[config.mk]
export PLATFORM = sky130hd
export DESIGN_NAME = cog_ctrx
export DESIGN_NICKNAME = d
export VERILOG_FILES = /design/src/rtl/cog_ctrx.sv
export SDC_FILE = /design/constraint.sdc
export NUM_CORES = 1
export LEC_CHECK = 0
export ABC_AREA = 1
export ABC_CLOCK_PERIOD_IN_PS = 2850
export BUFFER_PORTS_ARGS = -buffer_cell sky130_fd_sc_hd__clkbuf_2
export CAP_MARGIN = 5
export CORE_UTILIZATION = 61
export CTS_BUF_LIST = sky130_fd_sc_hd__clkbuf_8
export DETAILED_ROUTE_END_ITERATION = 8
export GPL_ROUTABILITY_DRIVEN = 0
export PLACE_DENSITY_LB_ADDON = 0.1
export SLEW_MARGIN = 20
export SYNTH_ARGS = -nofsm -noshare
export SYNTH_HDL_FRONTEND = slang
export SYNTH_SLANG_ARGS = --single-unit
[constraint.sdc]
create_clock -name clk_cog -period 2.85 [get_ports clk_cog]
set_input_delay 0.285 -clock clk_cog [delete_from_list [all_inputs] [get_ports clk_cog]]
set_output_delay 0.285 -clock clk_cog [all_outputs]
set_load 0.005 [all_outputs]
[src/rtl/cog_ctrx.sv]
// Cog counter with prescaler, period/pulse-width capture, one-shot mode and completion event.
// Optional glitch filter on the A/B pin paths is enabled by defining COG_CTRX_GLITCH_FILT_EN.
module cog_ctrx #(
  parameter int W        = 32,
  parameter int PINS     = 32,
  parameter int SEL_W    = 5,
  parameter int FILT_LEN = 3
) (
  input  logic            clk_cog,
  input  logic            ena,
  input  logic            setctr,
  input  logic            setfrq,
  input  logic            setphs,
  input  logic [W-1:0]    data,
  input  logic [PINS-1:0] pin_in,
  output logic [W:0]      phs,
  output logic [W-1:0]    cap,
  output logic            evt,
  output logic [PINS-1:0] pin_out
);

  logic [31:0]      r_ctr;
  logic [W-1:0]     r_frq;
  logic [W:0]       r_phs;
  logic [W-1:0]     r_cap;
  logic             r_evt;
  logic [14:0]      r_pre;
  logic             r_ctr_wr;
  logic             r_a_s1, r_a_s2, r_a_prev;
  logic             r_b_s1, r_b_s2, r_b_prev;

  logic [SEL_W-1:0] w_apin, w_bpin;
  logic [3:0]       w_div;
  logic [4:0]       w_mode;
  logic [14:0]      w_mask;
  logic             w_tick;
  logic             w_a_lvl, w_b_lvl;
  logic             w_pos_a, w_neg_a;
  logic [W-1:0]     w_lo;
  logic [W:0]       w_sum;
  logic [W:0]       w_phs_nxt;
  logic [W-1:0]     w_cap_nxt;
  logic             w_evt_nxt;
  logic             w_outa, w_outb;
  logic             w_unused;

  assign w_apin = r_ctr[SEL_W-1:0];
  assign w_bpin = r_ctr[8+SEL_W-1:8];
  assign w_div  = r_ctr[19:16];
  assign w_mode = r_ctr[28:24];

  assign w_mask = ~(15'h7fff << w_div);
  assign w_tick = (r_pre & w_mask) == w_mask;

`ifdef COG_CTRX_GLITCH_FILT_EN
  // Level follows s2 only once the last FILT_LEN samples agree; otherwise it holds.
  logic [FILT_LEN-2:0] r_a_hist, r_b_hist;
  logic                r_a_flt, r_b_flt;
  logic [FILT_LEN-1:0] w_a_win, w_b_win;

  assign w_a_win = {r_a_hist, r_a_s2};
  assign w_b_win = {r_b_hist, r_b_s2};
  assign w_a_lvl = (&w_a_win) ? 1'b1 : ((|w_a_win) ? r_a_flt : 1'b0);
  assign w_b_lvl = (&w_b_win) ? 1'b1 : ((|w_b_win) ? r_b_flt : 1'b0);

  always_ff @(posedge clk_cog or negedge ena) begin
    if (!ena) begin
      r_a_hist <= '0;
      r_b_hist <= '0;
      r_a_flt  <= 1'b0;
      r_b_flt  <= 1'b0;
    end else begin
      r_a_hist <= w_a_win[FILT_LEN-2:0];
      r_b_hist <= w_b_win[FILT_LEN-2:0];
      r_a_flt  <= w_a_lvl;
      r_b_flt  <= w_b_lvl;
    end
  end
`else
  assign w_a_lvl = r_a_s2;
  assign w_b_lvl = r_b_s2;
`endif

  // Edges are ignored for the cycle after a control write, while the pin selection settles.
  assign w_pos_a = w_a_lvl & ~r_a_prev & ~r_ctr_wr;
  assign w_neg_a = ~w_a_lvl & r_a_prev & ~r_ctr_wr;

  assign w_lo  = r_phs[W-1:0];
  assign w_sum = {1'b0, w_lo} + {1'b0, r_frq};

  always_comb begin
    w_phs_nxt = r_phs;
    w_cap_nxt = r_cap;
    w_evt_nxt = 1'b0;
    case (w_mode)
      5'd1, 5'd2, 5'd3, 5'd4, 5'd5: begin
        if (w_tick) begin
          w_phs_nxt = w_sum;
          w_evt_nxt = w_sum[W];
        end
      end
      5'd6, 5'd7:   if (w_tick && w_a_lvl)  w_phs_nxt = w_sum;
      5'd8, 5'd9:   if (w_tick && !w_a_lvl) w_phs_nxt = w_sum;
      5'd10:        if (w_pos_a) w_phs_nxt = w_sum;
      5'd11:        if (w_neg_a) w_phs_nxt = w_sum;
      5'd12: begin
        if (w_pos_a) begin
          w_cap_nxt = w_lo;
          w_phs_nxt = '0;
          w_evt_nxt = 1'b1;
        end else if (w_tick) begin
          w_phs_nxt = w_sum;
        end
      end
      5'd13: begin
        if (w_neg_a) begin
          w_cap_nxt = w_lo;
          w_phs_nxt = '0;
          w_evt_nxt = 1'b1;
        end else if (w_tick && w_a_lvl) begin
          w_phs_nxt = w_sum;
        end
      end
      5'd14: begin
        if (w_tick && (w_lo != '0)) begin
          if (r_frq >= w_lo) begin
            w_phs_nxt = '0;
            w_evt_nxt = 1'b1;
          end else begin
            w_phs_nxt = {1'b0, w_lo - r_frq};
          end
        end
      end
      default: ;
    endcase
    if (setphs) begin
      w_phs_nxt = {1'b0, data};
      w_cap_nxt = r_cap;
      w_evt_nxt = 1'b0;
    end
  end

  always_comb begin
    w_outa = 1'b0;
    w_outb = 1'b0;
    case (w_mode)
      5'd2:  w_outa = r_phs[W-1];
      5'd3: begin
        w_outa = r_phs[W-1];
        w_outb = ~r_phs[W-1];
      end
      5'd4:  w_outa = r_phs[W];
      5'd5: begin
        w_outa = r_phs[W];
        w_outb = ~r_phs[W];
      end
      5'd7:  w_outb = ~w_a_lvl;
      5'd9:  w_outb = w_a_lvl;
      5'd14: w_outa = (w_lo != '0);
      default: ;
    endcase
  end

  always_ff @(posedge clk_cog or negedge ena) begin
    if (!ena) begin
      r_ctr    <= '0;
      r_frq    <= '0;
      r_phs    <= '0;
      r_cap    <= '0;
      r_evt    <= 1'b0;
      r_pre    <= '0;
      r_ctr_wr <= 1'b0;
      r_a_s1   <= 1'b0;
      r_a_s2   <= 1'b0;
      r_a_prev <= 1'b0;
      r_b_s1   <= 1'b0;
      r_b_s2   <= 1'b0;
      r_b_prev <= 1'b0;
    end else begin
      if (setctr) r_ctr <= data[31:0];
      if (setfrq) r_frq <= data;
      r_phs    <= w_phs_nxt;
      r_cap    <= w_cap_nxt;
      r_evt    <= w_evt_nxt;
      r_pre    <= setctr ? 15'd0 : r_pre + 15'd1;
      r_ctr_wr <= setctr;
      r_a_s1   <= pin_in[w_apin];
      r_a_s2   <= r_a_s1;
      r_a_prev <= w_a_lvl;
      r_b_s1   <= pin_in[w_bpin];
      r_b_s2   <= r_b_s1;
      r_b_prev <= w_b_lvl;
    end
  end

  assign phs     = r_phs;
  assign cap     = r_cap;
  assign evt     = r_evt;
  assign pin_out = ({{(PINS-1){1'b0}}, w_outb} << w_bpin) |
                   ({{(PINS-1){1'b0}}, w_outa} << w_apin);

  // B is synchronised alongside A but no current mode consumes its level.
  assign w_unused = ^{r_ctr[31:29], r_ctr[23:20], r_ctr[15:8+SEL_W], r_ctr[7:SEL_W], r_b_prev};

endmodule
Word-level counts from Yosys, hierarchy flattened
Cells that the tools add are included.
{"block": "totals", "regBits": 146, "in_bits": 69, "output_inout_bits": 98, "wordCells": 92}
{"block": "op_classes", "add_sub_neg": 3, "magnitude_cmp": 2, "eq_ne": 21, "shift": 3, "mux": 26, "bitwise_logic": 13, "n_reduce_logical": 14}
{"op": "$mux 33", "count": 9}
{"op": "$pmux 33 s8", "count": 1}
{"op": "$mux 32", "count": 3}
{"op": "$pmux 32 s2", "count": 1}
{"op": "$shl 1x5->32", "count": 2}
{"op": "$eq 5x4->1 const B", "count": 7}
{"op": "$add 32x32->33", "count": 1}
{"op": "$ge 32x32->1", "count": 1}
{"op": "$or 32x32->32", "count": 1}
{"op": "$reduce_bool 32->1", "count": 1}
{"op": "$sub 32x32->32", "count": 1}
{"op": "$eq 5x3->1 const B", "count": 4}
{"op": "$add 15x1->15 const B", "count": 1}
{"op": "$and 15x15->15", "count": 1}
{"op": "$eq 15x15->1", "count": 1}
{"op": "$mux 15", "count": 1}
{"op": "$not 15->15", "count": 1}
{"op": "$shl 15x4->15 const A", "count": 1}
{"op": "$ne 3x3->1 const B", "count": 4}
{"op": "$eq 5x2->1 const B", "count": 2}
{"op": "$reduce_bool 9->1", "count": 1}
{"op": "$pmux 1 s4", "count": 2}
{"op": "$reduce_or 2->1", "count": 4}
{"op": "$mux 1", "count": 7}
{"op": "13 further kinds", "count": 24}

Logic depth before layout (Yosys ltp)
{"block": "depth", "ltp_word": 9, "depth_mapped": 20, "depth_no_buf": 19}

Worst setup path after synthesis
Ideal clock, no wire load.
{"block": "synth_path", "path_kind": "register to register", "startpoint": "reg r_phs[0], in the netlist phs[0]", "endpoint": "reg r_phs[2], in the netlist phs[2]", "setup_time_ns": 0.065, "arrival_time_ns": 2.312, "t_required_ns": 2.785, "slack_ns": 0.473, "path_stages_with_launch": 20, "path_buffers": 1, "synth_period_minus_slack_ns": 2.377, "cell_sequence": "dfrtp_1 -> inv_1 -> ha_1 -> fa_1 -> inv_1 -> nand3_1 -> nand2_1 -> nand2_1 -> nand2_1 -> nand2_1 -> nand2_1 -> nand2_1 -> nand2_1 -> nand3_1 -> buf_2 -> nor3_1 -> nor2_1 -> nand2_1 -> nand2_1 -> nand2_1"}
{"block": "synth_between", "elab_chain_cells": 5, "word_cells_on_any_way": 18, "cone_classes": "2 x add/sub; 1 x order compare; 1 x eq/ne; 11 x mux; 3 x reduce/logical"}
{"element": "from (decl)", "line": "24", "text": "logic [W:0] r_phs;"}
{"element": "from (signal assigned)", "line": "182", "text": "r_phs <= w_phs_nxt;"}
{"element": "$sub 32x32->32 (tied with other cells)", "line": "130", "text": "w_phs_nxt = {1'b0, w_lo - r_frq};"}
{"element": "$mux 32 (tied with other cells)", "line": "126", "text": "if (r_frq >= w_lo) begin"}
{"element": "$mux 33 (on tied branches)", "line": "125, 107, 116"}
{"element": "$pmux 33 s8", "line": "95", "text": "case (w_mode)"}
{"element": "$mux 33", "line": "136", "text": "if (setphs) begin"}
Parallel ways exist; a longest one is shown, timed or not. The select of a mux whose other input is x is not followed.
A chain may end at the register's enable or synchronous reset.

Worst setup path after layout
{"block": "layout_path", "startpoint": "reg r_ctr[26]", "endpoint": "out pin_out[14]"}
{"block": "layout_between", "elab_chain_cells": 5, "word_cells_on_any_way": 14, "cone_classes": "7 x eq/ne; 2 x shift; 2 x mux; 1 x bitwise; 2 x reduce/logical"}
{"element": "from (decl)", "line": "22", "text": "logic [31:0] r_ctr;"}
{"element": "from (signal assigned)", "line": "180", "text": "if (setctr) r_ctr <= data[31:0];"}
{"element": "$eq 5x3->1 / $eq 5x2->1 (equally long branches)", "line": "146", "text": "case (w_mode)"}
{"element": "$reduce_or 2->1 (no source line)"}
{"element": "$pmux 1 s3", "line": "146"}
{"element": "$shl 1x5->32", "line": "200", "text": "({{(PINS-1){1'b0}}, w_outa} << w_apin);"}
{"element": "$or 32x32->32 *", "line": "199", "text": "assign pin_out = ({{(PINS-1){1'b0}}, w_outb} << w_bpin) |"}
{"element": "to (decl)", "line": "19", "text": "output logic [PINS-1:0] pin_out"}
Every way passes the cells marked *; elsewhere a longest branch is shown, timed or not.

==> flow_metrics.py <==
metrics = {
    "floorplanning": {
        "fp-row-count": 52,
        "dieWidth_microns": 147,
        "io_pins": 167,
        "core_area_sq_um": 20400,
        "dieArea_sq_um": 21500,
        "initial_utilization": 0.626,
        "die_y_microns": 147,
    },
    "placed_design": {
        "hpwl_mm": 34.2,
        "dp.cells": 2544,
        "numPortBuffers": 166,
        "dpl-instance-area_sq_um": 14000,
    },
    "critical_path": {
        "arrival_ps": 2580,
        "crit_path_max_fanout": 4,
        "crit_path_end_kind": "output pin",
        "required_ps": 2570,
        "worst-setup-path-type": "flop to output pin",
        "critPathLaunchType": "flop",
    },
    "clocking": {
        "cts_buffers": 17,
        "h-tree-depth": 4,
        "clk_latency_ps": 490,
        "cts.clk_slew.worst_paths_ps": 110,
        "cts_sinks": 136,
        "clockRootBuffer": "clkbuf_8",
        "clockBufferDepth": 2,
        "tritoncts": "built",
    },
    "timing": {
        "slew_viol_final": 0,
        "worstMarginPinSlew_ps": 844,
        "hold_viol": 0,
        "setup_violations": 4,
        "fin_ws_ps": -18.8,
        "fmax_mhz": 349,
        "finalCritPeriodShare": 1.01,
        "finClkSkew_ps": 23.3,
        "max-slew-margin-rel": 0.437,
        "min_period_ps": 2870,
        "fin_setup_tns_ps": -27.9,
        "rsz0062_at_grt": "true",
    },
    "yosys": {
        "seq_area_frac_synth": 0.267,
        "synth_top_flop_cell": "dfrtp_1",
        "synth_edf_count": 0,
        "netlist-cell-type-count": 49,
        "syn_area_per_cell_sq_um": 5.95,
        "syn_nets": 2278,
        "ys_ff_latch": 136,
        "async_reset_ff_frac": 1.00,
        "synth-warning-count": 0,
        "netlist_instances": 2142,
        "synthesis.area_sq_um": 12700,
    },
    "status": {
        "status": "finished, violations left",
        "violations": "setup timing",
    },
    "cells_and_area": {
        "drive_gt1_frac": 0.161,
        "mostFrequentLayoutCells": "nand2_1 (664), inv_1 (309), nor2_1 (229), nand3_1 (162), clkbuf_2 (160)",
        "layout_commonest_cell": "nand2_1",
        "final_util": 0.728,
        "stdcell_area_sq_um": 14800,
        "layout.nets": 2446,
        "area_growth_pct": 16.4,
        "antennaDiodeCount": 0,
        "stdcell_count": 2593,
    },
    "drt": {
        "drc": 0,
        "routed_via_density": 5.82,
        "num_vias": 15100,
        "wire_per_inst_microns": 17.3,
        "ant_nets": 0,
        "drt-pass1-iter-count": 6,
        "drt-total-wl_mm": 44.8,
        "dr.first_iter.drc_count": 2037,
    },
    "power_and_ir_drop": {
        "p_per_area_nw_per_um2": 654,
        "switchingPower_mw": 4.84,
        "power_frac_seq": 0.276,
        "ir_drop_uv": 437,
        "switching_share": 0.499,
        "p_int_mw": 4.87,
        "leakage_nw": 8.07,
        "clkPwrFrac": 0.174,
        "comb_power_share": 0.550,
    },
    "global_route": {
        "grt_max_degree": 65,
        "grt_pass1_vias": 13600,
        "antenna_found_initial": 0,
        "grt_first_pass_wirelength_mm": 69.8,
        "track_usage": 0.413,
        "grt_overflow_total": 0,
    },
    "hold_path": {
        "hp-class": "primary input to flop",
    },
    "run": {
        "drv_cap": 0,
    },
}
[cell type report]
class                      instances  area, sq um
tap                              270          338
sequential                       136         3410
inverter                         324         1220
clock buffer                      17          234
multi-input combinational       1595         8040
timing repair buffer             236         1440
fill                            1741         5530
clock inverter                    15          158
[per-layer routing]
| metal | vias to the layer above | track usage | share of wire |
|---|---|---|---|
| met1 | 6817 | 0.563 | 0.40 |
| met3 | 167 | 0.0631 | 0.11 |
| met2 | 1014 | 0.635 | 0.44 |
| met5 | - | 0 | 0 |
| met4 | 0 | 0.212 | 0.051 |
| li1 | 7088 | - | - |
[through the flow]
stage | worst slack (ps) | power (mW) | hold slack, ps
after floorplan | 473 | 5.96 | -10.6
after global placement | 147 | 7.61 | 310
after detailed placement | 45.1 | 7.71 | 315
after CTS | -25.7 | 9.46 | 13.2
after global routing | -113 | 10.4 | 37.8
final | -18.8 | 9.71 | 20.7
[flip-flops by register name, summed over array words and instances (netlist names)]
register	cells
evt	1
r_a_prev	1
cap	32
r_ctr	19
r_a_s2	1
r_a_s1	1
phs	33
r_ctr_wr	1
r_frq	32
r_pre	15
[cell usage after synthesis (12+ instances only)]
| cell | instances | area share |
|---|---|---|
| nand4_1 | 23 | 0.011 |
| inv_1 | 314 | 0.092 |
| nor3_1 | 20 | 0.0079 |
| nand2_1 | 682 | 0.20 |
| nand3_1 | 166 | 0.065 |
| o21bai_1 | 12 | 0.0071 |
| xor2_1 | 25 | 0.017 |
| nor2_1 | 252 | 0.074 |
| dfrtp_1 | 136 | 0.27 |
| buf_2 | 35 | 0.014 |
| clkbuf_1 | 42 | 0.012 |
| a21oi_1 | 80 | 0.031 |
| o21ai_0 | 187 | 0.073 |
| ha_1 | 65 | 0.064 |
[final timing paths]
kind	slack, ps	depth (start not counted)	endpoint	from
worst max register to register	120	17	phs[21]	phs[2]
min in group asynchronous	350	2	cap[15]	ena
max in group asynchronous	1710	3	r_ctr[28]	ena
worst max-delay path	-20	13	pin_out[14]	r_ctr[26]
worst min register to register	370	0	r_a_s2	r_a_s1
worst min-delay path	20	3	r_frq[31]	data[31]
[worst max-delay path: stages, from the launching register on]
cell,delay (ps)
dfrtp_1,420
inv_2,80
buf_4,140
nor3_1,230
o21ai_2,120
o311ai_4,110
buf_4,180
inv_4,40
nor2_4,140
nand2_2,110
nor2_4,140
nand3_1,90
o21ai_1,120
buf_2,160
[power by group through the flow]
stage	Combinational (mW)	Sequential, mW	Clock, mW
floorplan	3.29	2.67	0
finish	5.34	2.68	1.69
CTS	5.10	2.66	1.70
global placement	4.93	2.68	0
detailed placement	5.01	2.70	0
global route	5.86	2.73	1.77
[timing repair]
item                                   4_1_cts  5_1_grt
pin swaps                                    0       13
hold buffers                                 1        0
buffers inserted                             4       12
gates resized for setup                     28      111
setup endpoints to repair                   32       54
endpoints found under the hold margin       62        0
[cell families (layout without fill, tap and decap cells)]
logic type / Yosys count / after routing / share of synthesized area
buffers and inverters: 411 / 592 / 0.128
and+or+nand+nor: 1179 / 1179 / 0.381
DFF: 136 / 136 / 0.267
muxes: 6 / 6 / 0.00530
AOI/OAI and AO/OA: 316 / 316 / 0.133
xor gates and xnor gates: 27 / 27 / 0.0186
adders and majority gates: 67 / 67 / 0.0669
No activity file was read; power rests on OpenSTA's default activity.
